`src/rtl/stopwatch_controller_if.sv`:
```
// Button and display bundle for the stopwatch controller.
// master = board/bench side, slave = controller side.
interface stopwatch_controller_if;
  logic        BtnStartStop;
  logic        BtnLap;
  logic        BtnClear;
  logic [15:0] Result;
  logic        ScanSel;
  logic        Running;
  logic        Overflow;

  modport master (
    output BtnStartStop, BtnLap, BtnClear,
    input  Result, ScanSel, Running, Overflow
  );

  modport slave (
    input  BtnStartStop, BtnLap, BtnClear,
    output Result, ScanSel, Running, Overflow
  );
endinterface

```
`src/rtl/stopwatch_controller.sv`:
```
// 00.00-99.99 s BCD stopwatch with lap freeze and a free-running
// digit-scan divider for the multiplexed 7-segment display.
module stopwatch_controller #(
  parameter int TICK_DIV = 10000,
  parameter int SCAN_DIV = 500
) (
  input logic             CLK,
  input logic             RST,
  stopwatch_controller_if.slave io
);

  typedef enum logic [2:0] {
    S_IDLE, S_RUN, S_LAP, S_PAUSE, S_DONE
  } state_e;

  localparam int PW = (TICK_DIV > 1) ? $clog2(TICK_DIV) : 1;
  localparam int SW = (SCAN_DIV > 1) ? $clog2(SCAN_DIV) : 1;
  localparam logic [PW-1:0] PMAX = PW'(TICK_DIV - 1);
  localparam logic [SW-1:0] SMAX = SW'(SCAN_DIV - 1);

  state_e        state_q, state_d;
  logic [15:0]   count_q, count_d;
  logic [15:0]   lap_q, lap_d;
  logic [PW-1:0] presc_q, presc_d;
  logic [SW-1:0] scan_q;
  logic          sel_q;
  logic [2:0]    s1_q, s2_q, s3_q;
  logic [2:0]    press;
  logic          clr_p, ss_p, lap_p;
  logic          counting, tick, full, ovf_tick;

  function automatic logic [15:0] bcd_inc(
    input logic [15:0] v
  );
    logic [15:0] r;
    logic        c;
    r = v;
    c = 1'b1;
    for (int i = 0; i < 4; i++) begin
      if (c) begin
        if (v[4*i +: 4] == 4'd9) begin
          r[4*i +: 4] = 4'd0;
        end else begin
          r[4*i +: 4] = v[4*i +: 4] + 4'd1;
          c = 1'b0;
        end
      end
    end
    return r;
  endfunction

  // {clear, start/stop, lap}: sync, then one-cycle rising-edge pulse
  assign press = s2_q & ~s3_q;
  assign clr_p = press[2];
  assign ss_p  = press[1];
  assign lap_p = press[0];

  assign counting = (state_q == S_RUN) ||
                    (state_q == S_LAP);
  assign tick     = counting && (presc_q == PMAX);
  assign full     = (count_q == 16'h9999);
  assign ovf_tick = tick && full;

  always_ff @(posedge CLK) begin
    if (RST) begin
      state_q <= S_IDLE;
      count_q <= '0;
      lap_q   <= '0;
      presc_q <= '0;
      s1_q    <= '0;
      s2_q    <= '0;
      s3_q    <= '0;
    end else begin
      state_q <= state_d;
      count_q <= count_d;
      lap_q   <= lap_d;
      presc_q <= presc_d;
      s1_q    <= {io.BtnClear, io.BtnStartStop,
                  io.BtnLap};
      s2_q    <= s1_q;
      s3_q    <= s2_q;
    end
  end

  always_comb begin
    state_d = state_q;
    unique case (state_q)
      S_IDLE: begin
        if (ss_p) state_d = S_RUN;
      end
      S_RUN: begin
        if (ovf_tick)   state_d = S_DONE;
        else if (ss_p)  state_d = S_PAUSE;
        else if (lap_p) state_d = S_LAP;
      end
      S_LAP: begin
        if (ovf_tick)   state_d = S_DONE;
        else if (ss_p)  state_d = S_PAUSE;
        else if (lap_p) state_d = S_RUN;
      end
      S_PAUSE: begin
        if (clr_p)     state_d = S_IDLE;
        else if (ss_p) state_d = S_RUN;
      end
      S_DONE: begin
        if (clr_p) state_d = S_IDLE;
      end
      default: state_d = S_IDLE;
    endcase
  end

  always_comb begin
    count_d = count_q;
    lap_d   = lap_q;
    presc_d = presc_q;
    if (counting) begin
      presc_d = tick ? '0 : presc_q + PW'(1);
    end
    if (tick && !full) begin
      count_d = bcd_inc(count_q);
    end
    // lap freezes the value the display showed before this edge
    if ((state_q == S_RUN) && !ovf_tick &&
        !ss_p && lap_p) begin
      lap_d = count_q;
    end
    if ((state_q == S_IDLE) ||
        (state_d == S_IDLE)) begin
      presc_d = '0;
    end
    if (state_d == S_IDLE) begin
      count_d = '0;
      lap_d   = '0;
    end
  end

  always_comb begin
    io.Result   = (state_q == S_LAP) ? lap_q : count_q;
    io.Running  = counting;
    io.Overflow = (state_q == S_DONE);
    io.ScanSel  = sel_q;
  end

  always_ff @(posedge CLK) begin
    if (RST) begin
      scan_q <= '0;
      sel_q  <= 1'b0;
    end else if (scan_q == SMAX) begin
      scan_q <= '0;
      sel_q  <= ~sel_q;
    end else begin
      scan_q <= scan_q + SW'(1);
    end
  end

endmodule

```
`src/flat_wrapper.sv`:
```
// flat-port wrapper written by rule: the top's interface ports become plain ports
module stopwatch_controller_flat 
#(
  parameter int TICK_DIV = 10000,
  parameter int SCAN_DIV = 500
)
  (CLK, RST, io_BtnStartStop, io_BtnLap, io_BtnClear, io_Result, io_ScanSel, io_Running, io_Overflow);
  stopwatch_controller_if io_i ();
  input logic CLK;
  input logic RST;
  input wire logic [$bits(io_i.BtnStartStop)-1:0] io_BtnStartStop;
  input wire logic [$bits(io_i.BtnLap)-1:0] io_BtnLap;
  input wire logic [$bits(io_i.BtnClear)-1:0] io_BtnClear;
  output wire logic [$bits(io_i.Result)-1:0] io_Result;
  output wire logic [$bits(io_i.ScanSel)-1:0] io_ScanSel;
  output wire logic [$bits(io_i.Running)-1:0] io_Running;
  output wire logic [$bits(io_i.Overflow)-1:0] io_Overflow;
  assign io_i.BtnStartStop = io_BtnStartStop;
  assign io_i.BtnLap = io_BtnLap;
  assign io_i.BtnClear = io_BtnClear;
  assign io_Result = io_i.Result;
  assign io_ScanSel = io_i.ScanSel;
  assign io_Running = io_i.Running;
  assign io_Overflow = io_i.Overflow;
  stopwatch_controller #(.TICK_DIV(TICK_DIV), .SCAN_DIV(SCAN_DIV)) u_core (.CLK(CLK), .RST(RST), .io(io_i));
endmodule
```
`config.mk`:
```
export PLATFORM = sky130hd
export DESIGN_NAME = stopwatch_controller_flat
export DESIGN_NICKNAME = d
export VERILOG_FILES = /design/src/rtl/stopwatch_controller_if.sv /design/src/rtl/stopwatch_controller.sv /design/src/flat_wrapper.sv
export SDC_FILE = /design/constraint.sdc
export NUM_CORES = 1
export LEC_CHECK = 0
export ABC_AREA = 1
export BUFFER_PORTS_ARGS = -buffer_cell sky130_fd_sc_hd__buf_4
export CAP_MARGIN = 20
export CORE_UTILIZATION = 55
export DETAILED_ROUTE_END_ITERATION = 7
export PLACE_DENSITY = 0.79
export SYNTH_ARGS = -nofsm -noshare
export SYNTH_HDL_FRONTEND = slang
export SYNTH_SLANG_ARGS = --single-unit
```
`constraint.sdc`:
```
create_clock -name CLK -period 2.1 [get_ports CLK]
set_input_delay 0 -clock CLK [delete_from_list [all_inputs] [get_ports CLK]]
set_output_delay 0 -clock CLK [all_outputs]
set_load 0.02 [all_outputs]
```
==> impl_metrics.tcl <==
set metrics [dict create \
    status "finished clean" \
    crit_required_ns 2.33 \
    ys_warn_count 0 \
    drc_errors 0 \
    path_cells "ha_1 -> nand3_1 -> nor3_1 -> nand3_2 -> nor2_4 -> nand2_1 -> nor2_1 -> xor2_1 -> nor2_1" \
    fin_skew_ns 0.00790 \
    drv_slew 0 \
    ant_nets 0 \
    hpwl_mm 4.77 \
    hold_path.class "reg2reg" \
    finalCriticalPeriod_ns 1.99 \
    place_inst 580 \
    cp_top_family "simple AND/OR/NAND/NOR gates" \
    grt_usage_pct 22.3 \
    power_density_mw_per_mm2 620 \
    clock_latency_ns 0.35 \
    fmax_ghz 0.501 \
    area_delta_synth_final_pct 14.6 \
    rsz0062_at_grt "true" \
    setup_viol 0 \
    netlist_area_sq_mm 0.00337 \
    hold_slack_ns 0.403 \
    die-width_um 80.3 \
    hold_violations 0 \
    die_h_um 80.3 \
    cp_slowest_stage_delay_ns 0.38 \
    drt_wl_total_mm 6.62 \
    crit_type "reg2reg" \
    worst_setup_path_start_kind "flop" \
    max_slew_margin_pct 73.6 \
    num_antenna_cells 0 \
    grt_max_degree 33 \
    drt-initial-drc-count 135 \
    avgSynthCellArea_sq_um 6.91 \
    grt_pass1_vias 2706 \
    yosysSeqAreaShare_pct 40.3 \
    dieArea_sq_mm 0.00645 \
    ys_ff_latch 68 \
    fin_nets 530 \
    clockBufferDepth 2 \
    grt_overflow 0 \
    via_per_inst 5.01 \
    crit_buf_inv 0 \
    peakVddDrop_v 0.000454 \
    cts_made_buffers 9 \
    gp_congestion 0.816 \
    cap_violations 0 \
    antenna_found_initial 0 \
    end_kind "flop" \
    rows 28 \
    routedWlPerCell_um 11.0 \
    ys_types 36 \
    htree_levels 3 \
    fillers 544 \
    crit_top_cell "nor2_1" \
    core_sq_mm 0.00592 \
    worstPathArrival_ns 2.23 \
    place_ws_ns 0.0499 \
    drive_gt1_share_pct 15.4 \
    p_leak_nw 1.43 \
    worstMarginPinSlew_ns 0.393 \
    cts_tree "yes" \
    pin_count 24 \
    portBuffers 23 \
    finalCritPeriodShare_pct 95.0 \
    cts.sinks 68 \
    vias 3019 \
    syn-num-nets 495 \
    start_util_pct 57.0 \
    layout.cells.non_filler 602 \
    first_pass_iters 4 \
    worst_slack_ns 0.106 \
    r2r_setup_slack_ns 0.11 \
    slowest_stage "dfxtp_1" \
    critPathMaxFanout 5 \
    grt_first_pass_wirelength_mm 11.1 \
    synthCells 488 \
    clk_pin_slew_ns 0.07 \
    cts_root_buffer "clkbuf_8" \
]
[metal layers]
layer / vias up / GRT usage, % / part of all wire (%)
met5: - / 0 / 0
met1: 1353 / 24.0 / 44
li1: 1593 / - / -
met2: 57 / 40.5 / 51
met3: 16 / 5.57 / 3.4
met4: 0 / 10.4 / 1.9
[cell type report]
type                    instances  area (sq um)  share of cell area, %
flip-flops and latches         68          1360                   35.2
inverters                      86           325                   8.41
well taps                      75          93.8                   2.43
clock buffers                  11           151                   3.91
multi-input cells             322          1610                   41.7
repair buffers                 36           300                   7.76
clock inverters                 4          25.0                  0.647
[layout by cell type, fill, tap and decap left out]
| cell type | Yosys | final |
|---|---|---|
| a22oi_1 | 9 | 9 |
| buf_12 | 1 | 1 |
| nand4_1 | 4 | 4 |
| buf_4 | 1 | 28 |
| xor2_1 | 10 | 10 |
| nand3_1 | 28 | 28 |
| a31o_2 | 1 | 1 |
| inv_4 | 0 | 1 |
| a21oi_4 | 1 | 1 |
| o221ai_1 | 1 | 1 |
| nand2_2 | 2 | 2 |
| clkinv_2 | 0 | 2 |
| o211ai_1 | 1 | 1 |
| nor2_2 | 14 | 13 |
| nand2_4 | 4 | 4 |
| o21ai_0 | 47 | 47 |
| ha_1 | 2 | 2 |
| nor2_1 | 67 | 67 |
| o21ai_1 | 1 | 1 |
| nor4_1 | 2 | 2 |
| a21oi_1 | 9 | 9 |
| o21a_1 | 1 | 1 |
| o22ai_1 | 1 | 1 |
| inv_2 | 6 | 5 |
| nor3b_1 | 2 | 2 |
| nor2_4 | 2 | 3 |
| nand3_2 | 3 | 3 |
| clkbuf_8 | 0 | 11 |
| nor3_1 | 11 | 11 |
| inv_1 | 80 | 80 |
| clkinvlp_4 | 0 | 2 |
| or2_2 | 4 | 4 |
| dfxtp_1 | 68 | 68 |
| xnor2_1 | 1 | 1 |
| dlygate4sd3_1 | 0 | 7 |
| and3_1 | 1 | 1 |
| nand2_1 | 93 | 93 |
[cell usage after synthesis]
library cell | count | area share [%]
xnor2_1 | 1 | 0.26
nand2_1 | 93 | 10
o22ai_1 | 1 | 0.19
nand4_1 | 4 | 0.74
nor3b_1 | 2 | 0.44
buf_1 | 1 | 0.11
clkbuf_1 | 4 | 0.44
o211ai_1 | 1 | 0.22
nor4_1 | 2 | 0.37
nor2_4 | 2 | 0.67
o21ai_0 | 47 | 7.0
nor2_2 | 14 | 2.6
o221ai_1 | 1 | 0.26
or2_2 | 4 | 0.74
nand2_4 | 4 | 1.3
a21oi_4 | 1 | 0.48
ha_1 | 2 | 0.74
a21oi_1 | 9 | 1.3
and3_1 | 1 | 0.19
a22oi_1 | 9 | 2.0
nand3_2 | 3 | 0.89
nand2_2 | 2 | 0.37
inv_1 | 80 | 8.9
o21ai_1 | 1 | 0.15
dfxtp_1 | 68 | 40
buf_12 | 1 | 0.59
nor3_1 | 11 | 1.6
nand3_1 | 28 | 4.2
o21a_1 | 1 | 0.22
a31o_2 | 1 | 0.26
buf_6 | 2 | 0.67
buf_4 | 1 | 0.22
inv_2 | 6 | 0.67
xor2_1 | 10 | 2.6
nor2_1 | 67 | 7.5
buf_2 | 3 | 0.44
[path summary, 6_finish.rpt]
path                      from           endpoint  cells after the start
max reg2reg  u_core.presc_q[0]  u_core.count_q[7]                      9
min             u_core.s1_q[2]     u_core.s2_q[2]                      2
min reg2reg     u_core.s1_q[2]     u_core.s2_q[2]                      2
max          u_core.presc_q[0]  u_core.count_q[7]                      9
[worst min-delay path, cell delays in order (launching register included)]
cell	delay, ns
dfxtp_1	0.30
inv_1	0.04
nor2_1	0.03
[where the power goes]
part,total (mW),switching [mW],internal [mW]
logic,0.132,0.0853,0.0470
registers,1.31,0.00631,1.30
clock network,0.956,0.475,0.481
[repair_timing]
| item | CTS | global route |
|---|---|---|
| gates resized for setup | 0 | 3 |
| setup endpoints to repair | 0 | 23 |
| setup buffers | 0 | 0 |
| hold buffers | 7 | 0 |
| hold endpoints to repair | 11 | 0 |
[registers in the layout, summed over array words and instances (netlist names)]
register and cells:
u_core.s1_q 3, u_core.state_q 3, u_core.lap_q 16, u_core.s2_q 3, u_core.io.ScanSel 1, u_core.s3_q 3
u_core.scan_q 9, u_core.presc_q 14, u_core.count_q 16
[stage by stage]
stage | total power [mW] | util, % | setup TNS, ns | area, sq um
2_1_floorplan | 1.43 | - | 0 | 3370
3_3_place_gp | 1.46 | 61.1 | 0 | 3610
3_5_place_dp | 1.46 | 61.1 | 0 | 3610
4_1_cts | 2.43 | 65.2 | 0 | 3860
5_1_grt | 2.49 | 65.3 | -0.0162 | 3870
6_report | 2.40 | 65.3 | 0 | 3870
[kinds of logic (layout without fill, tap and decap cells)]
logic type,count (synthesis),after routing,synth area share [%]
and+or+nand+nor,237,237,31.9
adders and majority gates,2,2,0.741
DFF,68,68,40.3
buffers and inverters,98,137,12.1
xor gates and xnor gates,11,11,2.85
AOI/OAI and AO/OA,72,72,12.1
(Power assumes the default switching activity.)
